## src/rtl/mem_access_ctrl.sv

```systemverilog
// mem_access_ctrl: MEM-stage load/store initiator with byte enables, a timeout watchdog and an optional misalignment trap.
// Latency: at least 2 cycles from acceptance to the wb_valid/mem_err pulse, plus 1 per dmem wait cycle; one access per 3 cycles at best.
// Backpressure: mem_stall freezes IF..EX/MEM while the access is outstanding; dmem_req is held, with stable attributes, until dmem_ready.
//
// Ports:
//   clk, reset_n                 clock, asynchronous active-low reset
//   ex_*                         memory instruction from the EX/MEM register (read wins over write)
//   mem_stall                    combinational pipeline freeze
//   wb_valid, wb_data            completion pulse and extended load data (0 for stores)
//   mem_err, mem_misalign        one-cycle timeout / misalignment-trap pulses
//   dmem_*                       word-addressed data memory port with byte enables
//
// Build option: define MEM_MISALIGN_TRAP_EN to trap misaligned half/word accesses
// instead of silently aligning them.
module mem_access_ctrl #(
    parameter int REG_WIDTH       = 32,
    parameter int DMEM_ADDR_WIDTH = 10,
    parameter int TIMEOUT_CYCLES  = 16
) (
    input  logic                       clk,
    input  logic                       reset_n,
    input  logic                       ex_valid,
    input  logic                       ex_mem_read,
    input  logic                       ex_mem_write,
    input  logic [2:0]                 ex_funct3,
    input  logic [REG_WIDTH-1:0]       ex_alu_out,
    input  logic [REG_WIDTH-1:0]       ex_dataB,
    output logic                       mem_stall,
    output logic                       wb_valid,
    output logic [REG_WIDTH-1:0]       wb_data,
    output logic                       mem_err,
    output logic                       mem_misalign,
    output logic                       dmem_req,
    output logic                       dmem_we,
    output logic [DMEM_ADDR_WIDTH-1:0] dmem_addr,
    output logic [3:0]                 dmem_be,
    output logic [REG_WIDTH-1:0]       dmem_wdata,
    input  logic                       dmem_ready,
    input  logic [REG_WIDTH-1:0]       dmem_rdata
);

    typedef enum logic [1:0] {
        IDLE   = 2'd0,
        ACCESS = 2'd1,
        DONE   = 2'd2
    } state_t;

    // Size encoding shared by the store packer and the load extender.
    localparam logic [1:0] SZ_BYTE = 2'd0;
    localparam logic [1:0] SZ_HALF = 2'd1;
    localparam logic [1:0] SZ_WORD = 2'd2;

    // Counter value seen on the last ACCESS cycle allowed to wait for dmem_ready.
    localparam logic [7:0] LP_TIMEOUT_LAST = 8'(TIMEOUT_CYCLES - 1);

    state_t          r_state;
    state_t          w_next_state;
    logic [7:0]      r_wait_cnt;
    logic [1:0]      r_size;
    logic            r_unsigned;
    logic [1:0]      r_off;
    logic            r_load;

    logic            w_accept;
    logic [1:0]      w_size_in;
    logic [1:0]      w_off_in;
    logic [1:0]      w_off_eff;
    logic            w_misalign_in;
    logic            w_trap;
    logic            w_ready_done;
    logic            w_timeout;
    logic [3:0]      w_be_in;
    logic [REG_WIDTH-1:0] w_wdata_in;
    logic [7:0]      w_lane_byte;
    logic [15:0]     w_lane_half;
    logic [REG_WIDTH-1:0] w_load_ext;
    logic            w_unused;

    // reset_n gates acceptance so the pipeline is never frozen while held in reset.
    assign w_accept  = reset_n && (r_state == IDLE) && ex_valid && (ex_mem_read || ex_mem_write);

    // funct3[1:0]: 00 byte, 01 half, 1x word (011/110/111 fall into word).
    assign w_size_in = ex_funct3[1] ? SZ_WORD : {1'b0, ex_funct3[0]};
    assign w_off_in  = ex_alu_out[1:0];

    assign w_misalign_in = ((w_size_in == SZ_HALF) && w_off_in[0]) ||
                           ((w_size_in == SZ_WORD) && (w_off_in != 2'b00));

`ifdef MEM_MISALIGN_TRAP_EN
    assign w_trap = w_misalign_in;
`else
    assign w_trap = 1'b0;
`endif

    // Offset forced onto the natural boundary of the access size; only
    // observable when the trap is disabled, otherwise such accesses never issue.
    always_comb begin
        w_off_eff = 2'b00;
        case (w_size_in)
            SZ_BYTE: w_off_eff = w_off_in;
            SZ_HALF: w_off_eff = {w_off_in[1], 1'b0};
            default: w_off_eff = 2'b00;
        endcase
    end

    // Store lanes: data replicated across the word, byte enables pick the lane.
    always_comb begin
        w_be_in    = 4'b1111;
        w_wdata_in = '0;
        if (!ex_mem_read) begin
            case (w_size_in)
                SZ_BYTE: begin
                    w_be_in    = 4'b0001 << w_off_eff;
                    w_wdata_in = {4{ex_dataB[7:0]}};
                end
                SZ_HALF: begin
                    w_be_in    = 4'b0011 << w_off_eff;
                    w_wdata_in = {2{ex_dataB[15:0]}};
                end
                default: begin
                    w_be_in    = 4'b1111;
                    w_wdata_in = ex_dataB;
                end
            endcase
        end
    end

    // Load lane select and extension from the latched size/offset.
    always_comb begin
        w_lane_byte = 8'(dmem_rdata >> {r_off, 3'b000});
        w_lane_half = r_off[1] ? dmem_rdata[31:16] : dmem_rdata[15:0];
        w_load_ext  = dmem_rdata;
        case (r_size)
            SZ_BYTE: w_load_ext = r_unsigned ? {{(REG_WIDTH-8){1'b0}}, w_lane_byte}
                                             : {{(REG_WIDTH-8){w_lane_byte[7]}}, w_lane_byte};
            SZ_HALF: w_load_ext = r_unsigned ? {{(REG_WIDTH-16){1'b0}}, w_lane_half}
                                             : {{(REG_WIDTH-16){w_lane_half[15]}}, w_lane_half};
            default: w_load_ext = dmem_rdata;
        endcase
    end

    // State register.
    always_ff @(posedge clk or negedge reset_n) begin
        if (!reset_n) begin
            r_state <= IDLE;
        end else begin
            r_state <= w_next_state;
        end
    end

    // Next state and the combinational stall.
    always_comb begin
        w_next_state = r_state;
        w_ready_done = 1'b0;
        w_timeout    = 1'b0;
        mem_stall    = 1'b0;
        case (r_state)
            IDLE: begin
                if (w_accept) begin
                    mem_stall    = 1'b1;
                    w_next_state = w_trap ? DONE : ACCESS;
                end
            end
            ACCESS: begin
                mem_stall = 1'b1;
                // A late dmem_ready on the final allowed cycle still completes normally.
                if (dmem_ready) begin
                    w_ready_done = 1'b1;
                    w_next_state = DONE;
                end else if (r_wait_cnt == LP_TIMEOUT_LAST) begin
                    w_timeout    = 1'b1;
                    w_next_state = DONE;
                end
            end
            DONE: begin
                w_next_state = IDLE;
            end
            default: begin
                w_next_state = IDLE;
            end
        endcase
    end

    // Request attributes, wait counter and result pulses.
    always_ff @(posedge clk or negedge reset_n) begin
        if (!reset_n) begin
            r_wait_cnt <= '0;
            r_size     <= SZ_BYTE;
            r_unsigned <= 1'b0;
            r_off      <= 2'b00;
            r_load     <= 1'b0;
            dmem_req   <= 1'b0;
            dmem_we    <= 1'b0;
            dmem_addr  <= '0;
            dmem_be    <= '0;
            dmem_wdata <= '0;
            wb_valid   <= 1'b0;
            wb_data    <= '0;
            mem_err    <= 1'b0;
        end else begin
            wb_valid <= 1'b0;
            wb_data  <= '0;
            mem_err  <= 1'b0;
            case (r_state)
                IDLE: begin
                    r_wait_cnt <= '0;
                    if (w_accept) begin
                        r_size     <= w_size_in;
                        r_unsigned <= ex_funct3[2];
                        r_off      <= w_off_eff;
                        r_load     <= ex_mem_read;
                        dmem_we    <= ~ex_mem_read;
                        dmem_addr  <= ex_alu_out[DMEM_ADDR_WIDTH+1:2];
                        dmem_be    <= w_be_in;
                        dmem_wdata <= w_wdata_in;
                        dmem_req   <= ~w_trap;
                    end
                end
                ACCESS: begin
                    r_wait_cnt <= r_wait_cnt + 8'd1;
                    if (w_ready_done) begin
                        dmem_req <= 1'b0;
                        wb_valid <= 1'b1;
                        wb_data  <= r_load ? w_load_ext : '0;
                    end else if (w_timeout) begin
                        dmem_req <= 1'b0;
                        mem_err  <= 1'b1;
                    end
                end
                default: begin
                    r_wait_cnt <= '0;
                end
            endcase
        end
    end

`ifdef MEM_MISALIGN_TRAP_EN
    always_ff @(posedge clk or negedge reset_n) begin
        if (!reset_n) begin
            mem_misalign <= 1'b0;
        end else begin
            mem_misalign <= w_accept && w_trap;
        end
    end
`else
    assign mem_misalign = 1'b0;
`endif

    // Address bits above the data memory's reach are intentionally dropped.
    assign w_unused = ^{ex_alu_out[REG_WIDTH-1:DMEM_ADDR_WIDTH+2], w_misalign_in};

endmodule

```

## config.mk

```make
export PLATFORM = sky130hd
export DESIGN_NAME = mem_access_ctrl
export DESIGN_NICKNAME = d
export VERILOG_FILES = /design/src/rtl/mem_access_ctrl.sv
export SDC_FILE = /design/constraint.sdc
export NUM_CORES = 1
export LEC_CHECK = 0
export CORE_MARGIN = 3
export CORE_UTILIZATION = 30
export CTS_CLUSTER_DIAMETER = 100
export DETAILED_ROUTE_END_ITERATION = 16
export GPL_TIMING_DRIVEN = 0
export REMOVE_ABC_BUFFERS = 1
export SLEW_MARGIN = 25
export SYNTH_ARGS = -nofsm -noshare
export SYNTH_HDL_FRONTEND = slang
export SYNTH_SLANG_ARGS = --single-unit
```

## constraint.sdc

```tcl
create_clock -name clk -period 2.1 [get_ports clk]
set_clock_uncertainty 0.15 [all_clocks]
set_input_delay 0.42 -clock clk [delete_from_list [all_inputs] [get_ports clk]]
set_output_delay 0.42 -clock clk [all_outputs]
set_load 0.01 [all_outputs]
```

# After elaboration in Yosys (flattened, before gate mapping)
# Cells that the tools add are included.
# word_totals
reg_bits	98
input_bits	105
elab_cells	71
# op_classes
addsub	1
eq_ne	7
n_shift	3
n_mux	34
n_bitwise	1
n_reduce_logical	11
# ops
op	n
32-bit 2-to-1 mux	6
32-bit case mux with 2 select lines	2
32-bit by 5-bit >> shifter with 8-bit output	1
16-bit 2-to-1 mux	1
1-bit 2-to-1 mux	14
8-bit by 1-bit adder with 8-bit output, second input constant	1
8-bit by 4-bit == test with 1-bit output, second input constant	1
2-bit 2-to-1 mux	4
8-bit 2-to-1 mux	1
2-bit case mux with 2 select lines	2
4-bit case mux with 2 select lines	1
2-bit by 1-bit == test with 1-bit output, second input constant	3
2-bit zero test	3
3-bit != test, second input constant	2
4-bit 2-to-1 mux	1
1-bit case mux with 2 select lines	2
2-bit AND reduction	2
1-bit by 2-bit left shift with 4-bit output, first input constant	1
2-bit by 2-bit left shift with 4-bit output, first input constant	1
1-bit logical AND	3
3-bit AND reduction	1
2-bit != test, second input constant	1
2-bit nonzero test	1
1-bit logical OR	1
1-bit inverter	1

# Longest topological paths before layout
# depth
ltp_word	7
mapped_depth	5
mapped_depth_nobuf	4

# Worst setup path before layout
# OpenSTA, ideal clock, no wires.
# synth_timing
path_type	reg-to-output
startpoint	register r_state[0]
endpoint	output port mem_stall
arrival_time_ps	1219
required_ps	1530
path_slack_ps	311
stages_incl_launch_ff	6
n_path_buf	2
path_cell_list	dfrtp_1 and4bb_2 buf_2 o21ai_0 buf_2 nand2_1
# synth_via
elab_chain_cells	6
elab_cells_between_ends	7
classes_between	eq/ne (1); mux (2); reduce/logical (4)
# synth_rtl
item	line	source
from (decl)	56	state_t r_state;
from (signal assigned)	147	r_state <= w_next_state;
2-bit zero test	80, 157	
1-bit logical AND (3 in a row)	80	assign w_accept = reset_n && (r_state == IDLE) && ex_valid && (ex_mem_read || ex_mem_write);
1-bit 2-to-1 mux	159	if (w_accept) begin
1-bit case mux with 2 select lines *	157	case (r_state)
to (decl)	28	output logic mem_stall,
# Mark *: on every way between the ends. The rest lies on a longest branch, timed or not.

# Final worst setup path
# Same ends and word-level chain as after synthesis.

==> results.md <==
- Global route overflow: 0
- WS Path Type: register to output pin
- Synth top area share: 0.516
- Dominant cells by area after synthesis: dfrtp_1 52%, mux2_2 12%, mux2i_1 5.1%, a221oi_1 4.1%, inv_1 2.8%
- Number of global-route vias before repair: 4,209
- Final setup fails: 0
- Multiplexer share of the synthesized area: 0.175
- Width of the die: 132 µm
- Yosys reg bits: 98
- Die area: 17,400 µm²
- Largest family of logic cells by synthesized area: multiplexers
- Core area: 15,400 µm²
- Initial antenna violation count: 0
- CP max FO: 6
- Area growth, synth to finish: 51.1%
- Post-DP HPWL: 9430 µm
- Core Rows: 45
- CTS Root Buffer Type: clkbuf_16
- I/O pin count: 189
- Final WS setup: 0.00120 ns
- Lkg Pwr: 3.05 nW
- Antenna diodes: 0
- TritonCTS clock tree: built
- Measured slew at the worst slew-check pin: 0.723 ns
- Cells after synthesis: 416
- Most frequent cells in the layout: 160 x clkdlybuf4s50_1, 95 x dfrtp_1, 50 x mux2_2
- Via density per instance: 4.87
- Later-pin clock latency in the skew report: 0.34 ns
- Post-layout min period: 2.10 ns
- Slew headroom: 0.516
- Pwr/cell area: 804 nW/µm²
- Post-place setup slack: -1.26 ns
- Non-filler instance count after layout: 802
- DRT iter0 DRCs: 158
- Yosys top cell by area: dfrtp_1
- Share of cells above drive strength 1: 0.200
- Xor/xnor share of the synthesized area: 0.00553
- Antenna Nets Post-Route: 0
- Worst IR Drop VDD: 0.000509 V
- Max-slew violation count: 0
- Arr. time, crit path: 1.53 ns
- Register area share after synthesis: 0.516
- WL/cell: 17.8 µm
- Unrepaired setup endpoints after global routing: yes
- Via Count: 3,904
- Worst Setup End Kind: output pin
- Critical Path RT: 1.53 ns
- Clock Path Buffers: 2
- Largest net degree at the start of global routing: 34
- Simple-gate share of the synthesized area: 0.0949
- Fin crit share: 0.999
- Commonest non-fill, non-tap cell in the layout: clkdlybuf4s50_1
- # nets final: 692
- Async set-reset flop share out of synthesis: 1.00
- Failing checks: hold timing
- Synth unique cells: 49
- Clock sink count: 98
- CTS buffer count: 9
- Max-Cap Viols: 0
- Clock slew at reported path FFs: 0.07 ns
- Netlist Area Pre-Place: 4750 µm²
- DRC: 0
- First-pass GRT wire length: 23,100 µm
- Total power: 5.77 mW
- Final hold vios: 19
- RePlAce Congestion: 0.810
- Tightest Hold Check Type: input port to asynchronous set/reset pin
- EDFF count, synth: 0
- Crit start category: register
- Prevailing post-synth register cell: dfrtp_1
- Vert. Die Dim: 132 µm
- Cells after DPL: 767
- Fmax: 476 MHz
- DRT Wirelength: 14,300 µm
- Total track usage: 0.165
- Synth Area in Adders: 0.00264
- Hold Slack: -0.0134 ns
- Pre-antenna DRT Iters: 4
- Yosys warnings: 0
- Post-synthesis compound-gate area fraction: 0.137
- Status: finished with violations
- Initial core utilization: 0.309
- Final Core Density: 0.467
- Mean Syn Cell Area: 11.4 µm²
- Port-buffer cells: 167
- CTS H-tree depth: 3
==> worst max-delay path, stage by stage (launching register included) <==
cell and delay (ns):
dfrtp_1 0.40, and4bb_4 0.39, o21ai_4 0.07, buf_6 0.16, nand2_4 0.06, buf_6 0.10
==> where the power goes <==
part           internal, mW  switching (mW)  leakage, nW  total, mW
clock                 0.923           0.762        0.145       1.68
combinational         0.951           0.717         1.63       1.67
sequential             2.16           0.259         1.28       2.41
total                  4.03            1.74         3.05       5.77
==> through the flow <==
step                hold WS, ns  instance area, µm²  setup TNS, ns
finish                  -0.0134                7170              0
detailed placement        0.225                6590         -68.16
global placement          0.297                6500        -637.54
global route             0.0277                7170        -0.0661
floorplan               -0.0256                4570         -14.37
CTS                       0.322                7110        -0.0771
==> cell type report <==
type	instances	area, µm²
clock inverters	7	70.1
inverters	36	135
multi-input cells	252	2040
repair buffers	189	1980
fillers	1420	8200
well taps	211	264
clock buffers	9	225
flip-flops and latches	98	2460
==> cell families (layout without fill, tap and decap cells) <==
family | Yosys count | count (layout)
xor gates and xnor gates | 3 | 3
DFF | 98 | 98
muxes | 76 | 76
adders and majority gates | 1 | 1
other | 1 | 1
buffers and inverters | 67 | 241
AOI/OAI and AO/OA | 88 | 89
and+or+nand+nor | 82 | 82
==> cells in the mapped netlist (3+ instances only) <==
cell       instances
a2111oi_0          7
buf_2             11
buf_4              6
nand3_1            3
inv_1             35
clkbuf_1          10
mux2i_1           24
a221oi_1          22
or3b_2             9
mux2_2            50
buf_6              4
a21oi_1           12
nand4_1            9
dfrtp_1           98
nand2_1           13
nor2_1            28
o21ai_0           24
o2bb2ai_1          8
==> path summary, 6_finish.rpt <==
check / from / to / slack, ns / cells after the start
min in group clk: r_wait_cnt[0] / r_wait_cnt[0] / 0.32 / 1
worst min-delay path: reset_n / wb_data[10] / -0.01 / 2
worst max-delay path: r_state[0] / mem_stall / 0.001 / 5
worst max register to register: r_off[1] / wb_data[22] / 0.11 / 3
worst min register to register: r_wait_cnt[0] / r_wait_cnt[0] / 0.32 / 1
max in group asynchronous: reset_n / r_size[1] / 0.66 / 3
==> state kept, by name, summed over array words and instances (netlist names) <==
signal	flops
dmem_be	4
r_size	2
wb_data	32
dmem_addr	10
r_load	1
dmem_req	1
dmem_wdata	32
r_state	2
mem_err	1
dmem_we	1
r_off	2
r_wait_cnt	8
r_unsigned	1
wb_valid	1
==> layer usage <==
layer | part of all wire | global-route usage
met5 | 0 | 0
met1 | 0.45 | 0.215
met4 | 0.014 | 0.0607
met3 | 0.092 | 0.0714
met2 | 0.45 | 0.246
==> timing repair <==
item                       CTS  global route
cloned                       4             0
hold endpoints to repair    54             0
resized for setup           23             7
setup endpoints to repair   85            22
setup buffers                4             7
pin swaps                    2             3
hold buffers                 4             0
Note: power is estimated with default switching activity, not from simulation.
